## config.mk

```make
export PLATFORM = sky130hd
export DESIGN_NAME = fft_frame_ctrl
export DESIGN_NICKNAME = d
export VERILOG_FILES = /design/src/rtl/fft_frame_ctrl.sv
export SDC_FILE = /design/constraint.sdc
export NUM_CORES = 2
export LEC_CHECK = 0
export CAP_MARGIN = 20
export CORE_UTILIZATION = 38
export DETAILED_ROUTE_END_ITERATION = 8
export SYNTH_ARGS = -nofsm -noshare
export SYNTH_HDL_FRONTEND = slang
export SYNTH_SLANG_ARGS = --single-unit
```

## constraint.sdc

```tcl
create_clock -name clock -period 10.6 [get_ports clock]
set_input_delay 2.12 -clock clock [delete_from_list [all_inputs] [get_ports clock]]
set_output_delay 2.12 -clock clock [all_outputs]
set_load 0.005 [all_outputs]
```

## src/rtl/fft_frame_ctrl.sv

```systemverilog
`default_nettype none
// ============================================================================
// fft_frame_ctrl - frames a valid/ready sample stream into N-cycle FFT64 bursts
//                  and marks/monitors the FFT output stream.
// Revision: 1.0
// ============================================================================
module fft_frame_ctrl #(
  parameter int N            = 64,
  parameter int LOG2N        = 6,
  parameter int WIDTH        = 16,
  parameter int MAX_INFLIGHT = 2,
  parameter int TIMEOUT      = 512
) (
  input  logic             clock,
  input  logic             reset,
  input  logic             s_valid,
  output logic             s_ready,
  input  logic [WIDTH-1:0] s_re,
  input  logic [WIDTH-1:0] s_im,
  output logic             fft_di_en,
  output logic [WIDTH-1:0] fft_di_re,
  output logic [WIDTH-1:0] fft_di_im,
  input  logic             fft_do_en,
  input  logic [WIDTH-1:0] fft_do_re,
  input  logic [WIDTH-1:0] fft_do_im,
  output logic             m_valid,
  output logic [WIDTH-1:0] m_re,
  output logic [WIDTH-1:0] m_im,
  output logic             m_first,
  output logic             m_last,
  output logic [1:0]       inflight,
  output logic             err_spurious,
  output logic             err_timeout
);

  localparam int              c_pw           = LOG2N + 1;
  localparam int              c_cw           = LOG2N + 2;
  localparam int              c_tw           = $clog2(TIMEOUT + 1);
  localparam logic [c_cw-1:0] c_depth        = c_cw'(2 * N);
  localparam logic [c_cw-1:0] c_n            = c_cw'(N);
  localparam logic [LOG2N-1:0] c_last        = LOG2N'(N - 1);
  localparam logic [c_tw-1:0] c_timeout      = c_tw'(TIMEOUT);
  localparam logic [1:0]      c_max_inflight = 2'(MAX_INFLIGHT);

  typedef enum logic [0:0] {
    FILL  = 1'b0,
    BURST = 1'b1
  } state_t;

  state_t               state_q, state_d;
  logic [2*WIDTH-1:0]   mem_q [2*N];
  logic [c_pw-1:0]      wr_ptr_q, wr_ptr_d;
  logic [c_pw-1:0]      rd_ptr_q, rd_ptr_d;
  logic [c_cw-1:0]      count_q, count_d;
  logic [LOG2N-1:0]     bcnt_q, bcnt_d;
  logic [LOG2N-1:0]     oc_q, oc_d;
  logic [1:0]           inflight_q, inflight_d;
  logic [c_tw-1:0]      idle_q, idle_d;
  logic                 di_en_q, di_en_d;
  logic [WIDTH-1:0]     di_re_q, di_re_d;
  logic [WIDTH-1:0]     di_im_q, di_im_d;
  logic                 m_valid_q, m_valid_d;
  logic [WIDTH-1:0]     m_re_q, m_re_d;
  logic [WIDTH-1:0]     m_im_q, m_im_d;
  logic                 m_first_q, m_first_d;
  logic                 m_last_q, m_last_d;
  logic                 err_sp_q, err_sp_d;
  logic                 err_to_q, err_to_d;
  logic                 push, pop, start, frame_done;
  logic [2*WIDTH-1:0]   rd_word;

  assign s_ready = (count_q < c_depth);
  assign rd_word = mem_q[rd_ptr_q];

  always_ff @(posedge clock) begin
    if (push) begin
      mem_q[wr_ptr_q] <= {s_re, s_im};
    end
  end

  // The first pop happens on the decision edge so di_en rises the cycle after it;
  // the BURST cycle presenting sample N-1 is followed by one FILL cycle.
  always_comb begin
    state_d = state_q;
    bcnt_d  = bcnt_q;
    pop     = 1'b0;
    start   = 1'b0;
    case (state_q)
      FILL: begin
        if ((count_q >= c_n) && (inflight_q < c_max_inflight)) begin
          state_d = BURST;
          bcnt_d  = '0;
          pop     = 1'b1;
          start   = 1'b1;
        end
      end
      BURST: begin
        if (bcnt_q == c_last) begin
          state_d = FILL;
        end else begin
          pop    = 1'b1;
          bcnt_d = bcnt_q + 1'b1;
        end
      end
      default: state_d = FILL;
    endcase
  end

  always_comb begin
    push     = s_valid && s_ready;
    wr_ptr_d = push ? wr_ptr_q + 1'b1 : wr_ptr_q;
    rd_ptr_d = pop  ? rd_ptr_q + 1'b1 : rd_ptr_q;
    count_d  = count_q;
    case ({push, pop})
      2'b10:   count_d = count_q + 1'b1;
      2'b01:   count_d = count_q - 1'b1;
      default: count_d = count_q;
    endcase

    di_en_d = pop;
    di_re_d = pop ? rd_word[2*WIDTH-1:WIDTH] : di_re_q;
    di_im_d = pop ? rd_word[WIDTH-1:0]       : di_im_q;

    frame_done = fft_do_en && (oc_q == c_last);
    oc_d       = oc_q;
    if (fft_do_en) begin
      oc_d = frame_done ? '0 : oc_q + 1'b1;
    end
    m_valid_d = fft_do_en;
    m_re_d    = fft_do_re;
    m_im_d    = fft_do_im;
    m_first_d = fft_do_en && (oc_q == '0);
    m_last_d  = frame_done;

    inflight_d = inflight_q;
    case ({start, frame_done})
      2'b10:   inflight_d = inflight_q + 1'b1;
      2'b01:   inflight_d = (inflight_q != 2'd0) ? inflight_q - 1'b1 : inflight_q;
      default: inflight_d = inflight_q;
    endcase

    err_sp_d = err_sp_q | (fft_do_en && (inflight_q == 2'd0));

    idle_d = idle_q;
    if (fft_do_en || (inflight_q == 2'd0)) begin
      idle_d = '0;
    end else if (idle_q != c_timeout) begin
      idle_d = idle_q + 1'b1;
    end
    err_to_d = err_to_q | (idle_d == c_timeout);
  end

  always_ff @(posedge clock) begin
    if (reset) begin
      state_q    <= FILL;
      wr_ptr_q   <= '0;
      rd_ptr_q   <= '0;
      count_q    <= '0;
      bcnt_q     <= '0;
      oc_q       <= '0;
      inflight_q <= '0;
      idle_q     <= '0;
      di_en_q    <= 1'b0;
      di_re_q    <= '0;
      di_im_q    <= '0;
      m_valid_q  <= 1'b0;
      m_re_q     <= '0;
      m_im_q     <= '0;
      m_first_q  <= 1'b0;
      m_last_q   <= 1'b0;
      err_sp_q   <= 1'b0;
      err_to_q   <= 1'b0;
    end else begin
      state_q    <= state_d;
      wr_ptr_q   <= wr_ptr_d;
      rd_ptr_q   <= rd_ptr_d;
      count_q    <= count_d;
      bcnt_q     <= bcnt_d;
      oc_q       <= oc_d;
      inflight_q <= inflight_d;
      idle_q     <= idle_d;
      di_en_q    <= di_en_d;
      di_re_q    <= di_re_d;
      di_im_q    <= di_im_d;
      m_valid_q  <= m_valid_d;
      m_re_q     <= m_re_d;
      m_im_q     <= m_im_d;
      m_first_q  <= m_first_d;
      m_last_q   <= m_last_d;
      err_sp_q   <= err_sp_d;
      err_to_q   <= err_to_d;
    end
  end

  assign fft_di_en    = di_en_q;
  assign fft_di_re    = di_re_q;
  assign fft_di_im    = di_im_q;
  assign m_valid      = m_valid_q;
  assign m_re         = m_re_q;
  assign m_im         = m_im_q;
  assign m_first      = m_first_q;
  assign m_last       = m_last_q;
  assign inflight     = inflight_q;
  assign err_spurious = err_sp_q;
  assign err_timeout  = err_to_q;

endmodule
`default_nettype wire

```

Word-level counts from Yosys, hierarchy flattened
Memory sizes are Yosys's and may differ from the RTL's. A register that Yosys moved wholly into a read port is not among the register bits. Index checks and enable logic that the tools add are counted.

Flip-flop bits (word level): 84. Bits in latches: 0. RAM bits: 4096. Memory bits (read-only): 0. Input port bits: 68. Output and inout port bits: 73. Word-level logic and storage cells: 70. Memories: 1.

Memory list: mem_q (words 128, bits a word 32, read ports 1, clocked after Yosys merged registers in 1, wr ports 1, line 51) `logic [2*WIDTH-1:0] mem_q [2*N];`.

Add/subtract/negate cells: 9. Multiply operators: 0. Div/mod/pow operators: 0. $lt $le $gt $ge: 3. Equality and inequality tests: 11. Shift-type cells: 0. Mux-type cells: 15. Bitwise gates (word level): 3. Reductions and logical operators: 13.

Operators by type and width (count): two-way mux 10 bit (2); two-way mux 6 bit (3); case mux 8 bit (2 select lines) (1); adder 7 x 1 -> 7 bit, second input constant (2); adder 6 x 1 -> 6 bit, second input constant (2); equality test 6 bit, second input constant (2); case mux 6 bit (2 select lines) (1); adder 10 x 1 -> 10 bit, second input constant (1); equality test 10 bit, second input constant (1); inequality test 10 bit, second input constant (1); adder 8 x 1 -> 8 bit, second input constant (1); >= comparator 8 x 7 -> 1 bit, second input constant (1); < comparator 8 bit, second input constant (1); subtractor 8 x 1 -> 8 bit, second input constant (1); zero test 6 bit (1); inequality test 2 bit, second input constant (3); nonzero test 2 bit (3); logical AND 1 bit (5); two-way mux 1 bit (5); equality test 2 x 1 -> 1 bit, second input constant (2); equality test 2 bit, second input constant (2); case mux 2 bit (2 select lines) (1); AND reduction 2 bit (2); adder 2 x 1 -> 2 bit, second input constant (1); 8 further kinds (9).

Longest topological paths before layout
Depth in word-level cells: 7. Depth in mapped cells: 14.

Least setup slack after synthesis
Ideal clock, no wire load.

Kind: input -> register. Start: input s_valid. End: memory mem_q[109][0] in the netlist's numbering (enable). Arrival time: 4.680 ns. Path slack: 5.498 ns. Stages: 7. Path through: nor2b_1 -> clkbuf_1 -> inv_1 -> or2_2 -> clkbuf_1 -> clkbuf_1 -> nor2_1.

Word-level cells in the longest chain between the ends: 3.

Ends and longest elaborated chain: start, declared (line 16) `input logic s_valid,`; logical AND 1 bit (line 110) `push = s_valid && s_ready;`; two-way mux 1 bit (line 76) `if (push) begin`; two-way mux 1 bit (not written as such) (line 77) `mem_q[wr_ptr_q] <= {s_re, s_im};`; end, declared (line 51).

No other way between the ends.

Worst setup path in the final report
Start: input s_valid. End: register count_q[7].

Word-level cells in the longest chain between the ends: 3. Elaborated cells between the ends (all ways): 5. Those cells by class: eq/ne: 2; mux: 1; reduce/logical: 2.

Ends and longest elaborated chain: logical AND 1 bit * (line 110); equality test 2 x 1 -> 1 bit or equality test 2 bit (tied branches) (line 114) `case ({push, pop})`; case mux 8 bit (2 select lines) or nonzero test 2 bit (tied branches); end signal, assigned (line 177) `count_q <= count_d;`; end, declared (line 54) `logic [c_cw-1:0] count_q, count_d;`.

Mark *: on every way between the ends. The rest lies on a longest branch, timed or not. A chain may end at the register's enable or synchronous reset.

==> out/results.tsv <==
metric	value	unit
nets@finish	8082	
CTS root buf	clkbuf_16	
cts bufs inserted	415	
fin. max-slew vios	0	
drt first pass iters	9	
failing checks	DRC	
drt wl/cell	32.9	um
fmax	0.188	GHz
global-route wire length before repair	638000	um
final core occ	43.8	%
Final TNS setup	0	ns
post-route clock period utilization	50.2	%
Max stage delay cell, worst path	a2111oi_0	
Tot GR Track Use	21.2	%
Synth area leaders	edfxtp_1 (76%), mux4_2 (12%), mux2i_1 (3.4%)	
io pins	141	
Final GP Congestion	0.923	
Crit. End Element	register	
layout cells sized above 1	24.0	%
Worst IR Drop VDD	144	uV
Clock transition at path regs	0.05	ns
TritonCTS clock tree	built	
clock sink count	4212	
Syn Nets	7635	
Seq/Total Area, Yosys	77.6	%
status	complete, but fails checks	
met2 routed WL	216000	um
Layout Skew	0.101	ns
antenna violations before repair	47	
unrepaired setup endpoints after global routing	false	
vias in the first global route	79700	
wl on met1	178000	um
CP top delay family	compound AO/OA/AOI/OAI gates	
slowest stage delay, CP	0.62	ns
post-detailed-route count of antenna-violating nets	0	
Netlist cell types	60	
Chip Height	654	um
Pleak	55.0	nW
total power	35.1	mW
final setup fails	0	
design area	185000	um^2
placement-stage worst setup slack	4.42	ns
Clock Latency Late Sink	1.02	ns
crit-path max FO	10	
number of synthesized flops with an enable pin	4096	
uppermost routed layer	met5	
Post-CTS Setup Inserts	0	
pin count of the biggest net entering global routing	105	
Rows	238	
crit path cell chain	clkdlybuf4s50_1 -> nor2b_1 -> buf_4 -> inv_1 -> ha_1 -> ha_1 -> a21o_1 -> a21oi_1 -> o21ai_0 -> a2111oi_0 -> nor3_1 -> mux2i_1 -> mux2_2	
initial DRC count	11600	
Post-CTS Hold Buffers	0	
CP Class	input pin to register	
via count	80900	
CP most frequent cell	ha_1	
Port Buf Inserts	140	
worst slew pin tran	1.26	ns
Via density	5.78	
Die ar.	427000	um^2
Final HPWL DP	279000	um
Yosys Warn Count	0	
cell area power density	190	nW/um^2
Syn Std Cell Area	161000	um^2
top cell type's share of synthesized area	76.2	%
Buf/Inv on CP	3	
area post-placement	171000	um^2
Initial Utilization	38.3	%
Max-cap violations	0	
GRT overflow	0	
CTS resizes	0	
H-tree depth	5	
Startpoint Class	input pin	
Hold Violations, Final	0	
Seq cells post-synth	4212	
Synth async-reset ratio	0	%
DRC viols	42	
syn_area_per_cell	21.4	um^2
Final WS setup	5.28	ns
min-delay worst type	register to register	
core area	422000	um^2
post-synth top area cell	edfxtp_1	
area grow syn2layout	14.5	%
detailed route wirelength on metal3	44700	um
Cells after Synth	7552	
CTS max path bufs	4	
Die Width	654	um
CP Data Required Time	11.43	ns
worst path arrival time	6.15	ns
relative slew slack	16.1	%
crit path time final	5.32	ns
Post-Route WL	461000	um
Post-synth top flop	edfxtp_1	
-- cell usage in the layout (no fill, tap or decap), types with 12 or more instances in the layout --
cell | Yosys | final
edfxtp_1 | 4096 | 4096
mux4_2 | 835 | 835
mux2i_1 | 553 | 553
clkbuf_16 | 0 | 420
buf_4 | 54 | 296
a22oi_1 | 229 | 229
nand2_1 | 140 | 138
nor2_4 | 0 | 132
a21oi_1 | 124 | 124
dfxtp_1 | 116 | 109
clkdlybuf4s50_1 | 0 | 107
clkbuf_1 | 175 | 98
clkinv_2 | 0 | 90
nor2_1 | 220 | 87
a211oi_1 | 79 | 79
nand3_1 | 78 | 77
clkinv_1 | 1 | 77
o22ai_1 | 71 | 71
nor2b_1 | 68 | 63
mux2_2 | 62 | 62
nor3_1 | 54 | 52
o21ai_0 | 45 | 45
buf_12 | 1 | 38
o211ai_1 | 34 | 34
nand4_1 | 32 | 32
bufinv_16 | 0 | 30
o2111ai_1 | 29 | 29
o221ai_1 | 25 | 25
a22o_1 | 21 | 21
diode_2 | 0 | 19
a2111oi_0 | 22 | 19
xnor2_1 | 18 | 18
nand2b_1 | 18 | 18
a31oi_1 | 18 | 18
and3_1 | 14 | 14
ha_1 | 14 | 14
inv_1 | 13 | 13
clkinvlp_4 | 0 | 13
o31ai_1 | 12 | 12
buf_16 | 0 | 12
-- worst register-to-register path, delay by kind of cell, from the launching register on --
kind / cells / cell delay [ns]
AO/OA/AOI/OAI: 4 / 1.89
buffers and inverters: 2 / 1.52
flip-flops: 1 / 0.72
multiplexers: 1 / 0.53
AND/OR/NAND/NOR: 1 / 0.33
-- final cells by class --
class	count	area, um^2
Sequential cell	4212	125000
Fill cell	35800	237000
Clock buffer	527	11000
Inverter	15	61.3
Clock inverter	235	2120
Tap cell	5640	7060
Antenna cell	19	47.5
Multi-Input combinational cell	2896	34800
Timing Repair Buffer	459	4430
-- layer usage --
| metal | up-vias | track usage (%) |
|---|---|---|
| met5 | - | 0 |
| met1 | 43400 | 28.8 |
| met3 | 769 | 4.28 |
| met4 | 20 | 9.29 |
| li1 | 32600 | - |
| met2 | 4107 | 33.3 |
-- sequential cells by signal, summed over array words and instances (netlist names) --
register      cells
m_first           1
m_im             16
bcnt_q            6
m_re             16
m_valid           1
idle_q           10
fft_di_re        16
fft_di_im        16
fft_di_en         1
oc_q              6
mem_q          4096
err_spurious      1
err_timeout       1
rd_ptr_q          7
count_q           8
inflight          2
wr_ptr_q          7
m_last            1
-- power breakdown --
| group | switching (mW) | leakage (nW) | internal [mW] |
|---|---|---|---|
| Clock | 6.28 | 6.41 | 8.06 |
| Combinational | 1.40 | 10.8 | 0.748 |
| Sequential | 0.186 | 37.8 | 18.4 |
| Total | 7.86 | 55.0 | 27.2 |
-- kinds of logic (layout without fill, tap and decap cells) --
logic type / Yosys count / after routing / synth area share [%]
other cells: 0 / 19 / 0
buf+inv: 444 / 1236 / 1.45
compound gates: 735 / 735 / 3.18
xor+xnor: 29 / 29 / 0.157
simple gates: 667 / 667 / 1.94
mux: 1450 / 1450 / 15.5
flops: 4212 / 4212 / 77.6
fa+ha+maj: 15 / 15 / 0.121
-- per-stage QoR --
step                      hold WS [ns]  std cells
after floorplan                  0.445       7552
after global placement           0.452      13200
after detailed placement         0.460      13200
after CTS                        0.471      14000
after global routing             0.492      14000
final                            0.469      14000
-- cell usage after synthesis, types with 7 or more instances --
cell type / count
a211oi_1: 79
nand2b_1: 18
inv_1: 13
mux2_2: 62
and2_1: 7
nand3_1: 78
buf_1: 36
o21ai_0: 45
edfxtp_1: 4096
o22ai_1: 71
mux4_2: 835
buf_6: 36
o2111ai_1: 29
o211ai_1: 34
ha_1: 14
clkbuf_1: 175
a31oi_1: 18
a221oi_1: 8
mux2i_1: 553
a22oi_1: 229
or2_2: 7
nand4_1: 32
o221ai_1: 25
xor2_1: 11
nand2_1: 140
o31ai_1: 12
and3_1: 14
nor3_1: 54
nor2_1: 220
a21oi_1: 124
dfxtp_1: 116
buf_2: 124
a2111oi_0: 22
nor2b_1: 68
xnor2_1: 18
a22o_1: 21
buf_4: 54
-- worst paths after layout --
path               startpoint           end  slack [ns]  cells past startpoint
setup / recovery      s_valid    count_q[7]        5.28                     13
hold reg to reg    count_q[2]    count_q[2]        0.47                      2
setup reg to reg  rd_ptr_q[1]  fft_di_im[8]        5.56                      8
hold / removal     count_q[2]    count_q[2]        0.47                      2
Note: power is estimated with default switching activity, not from simulation.
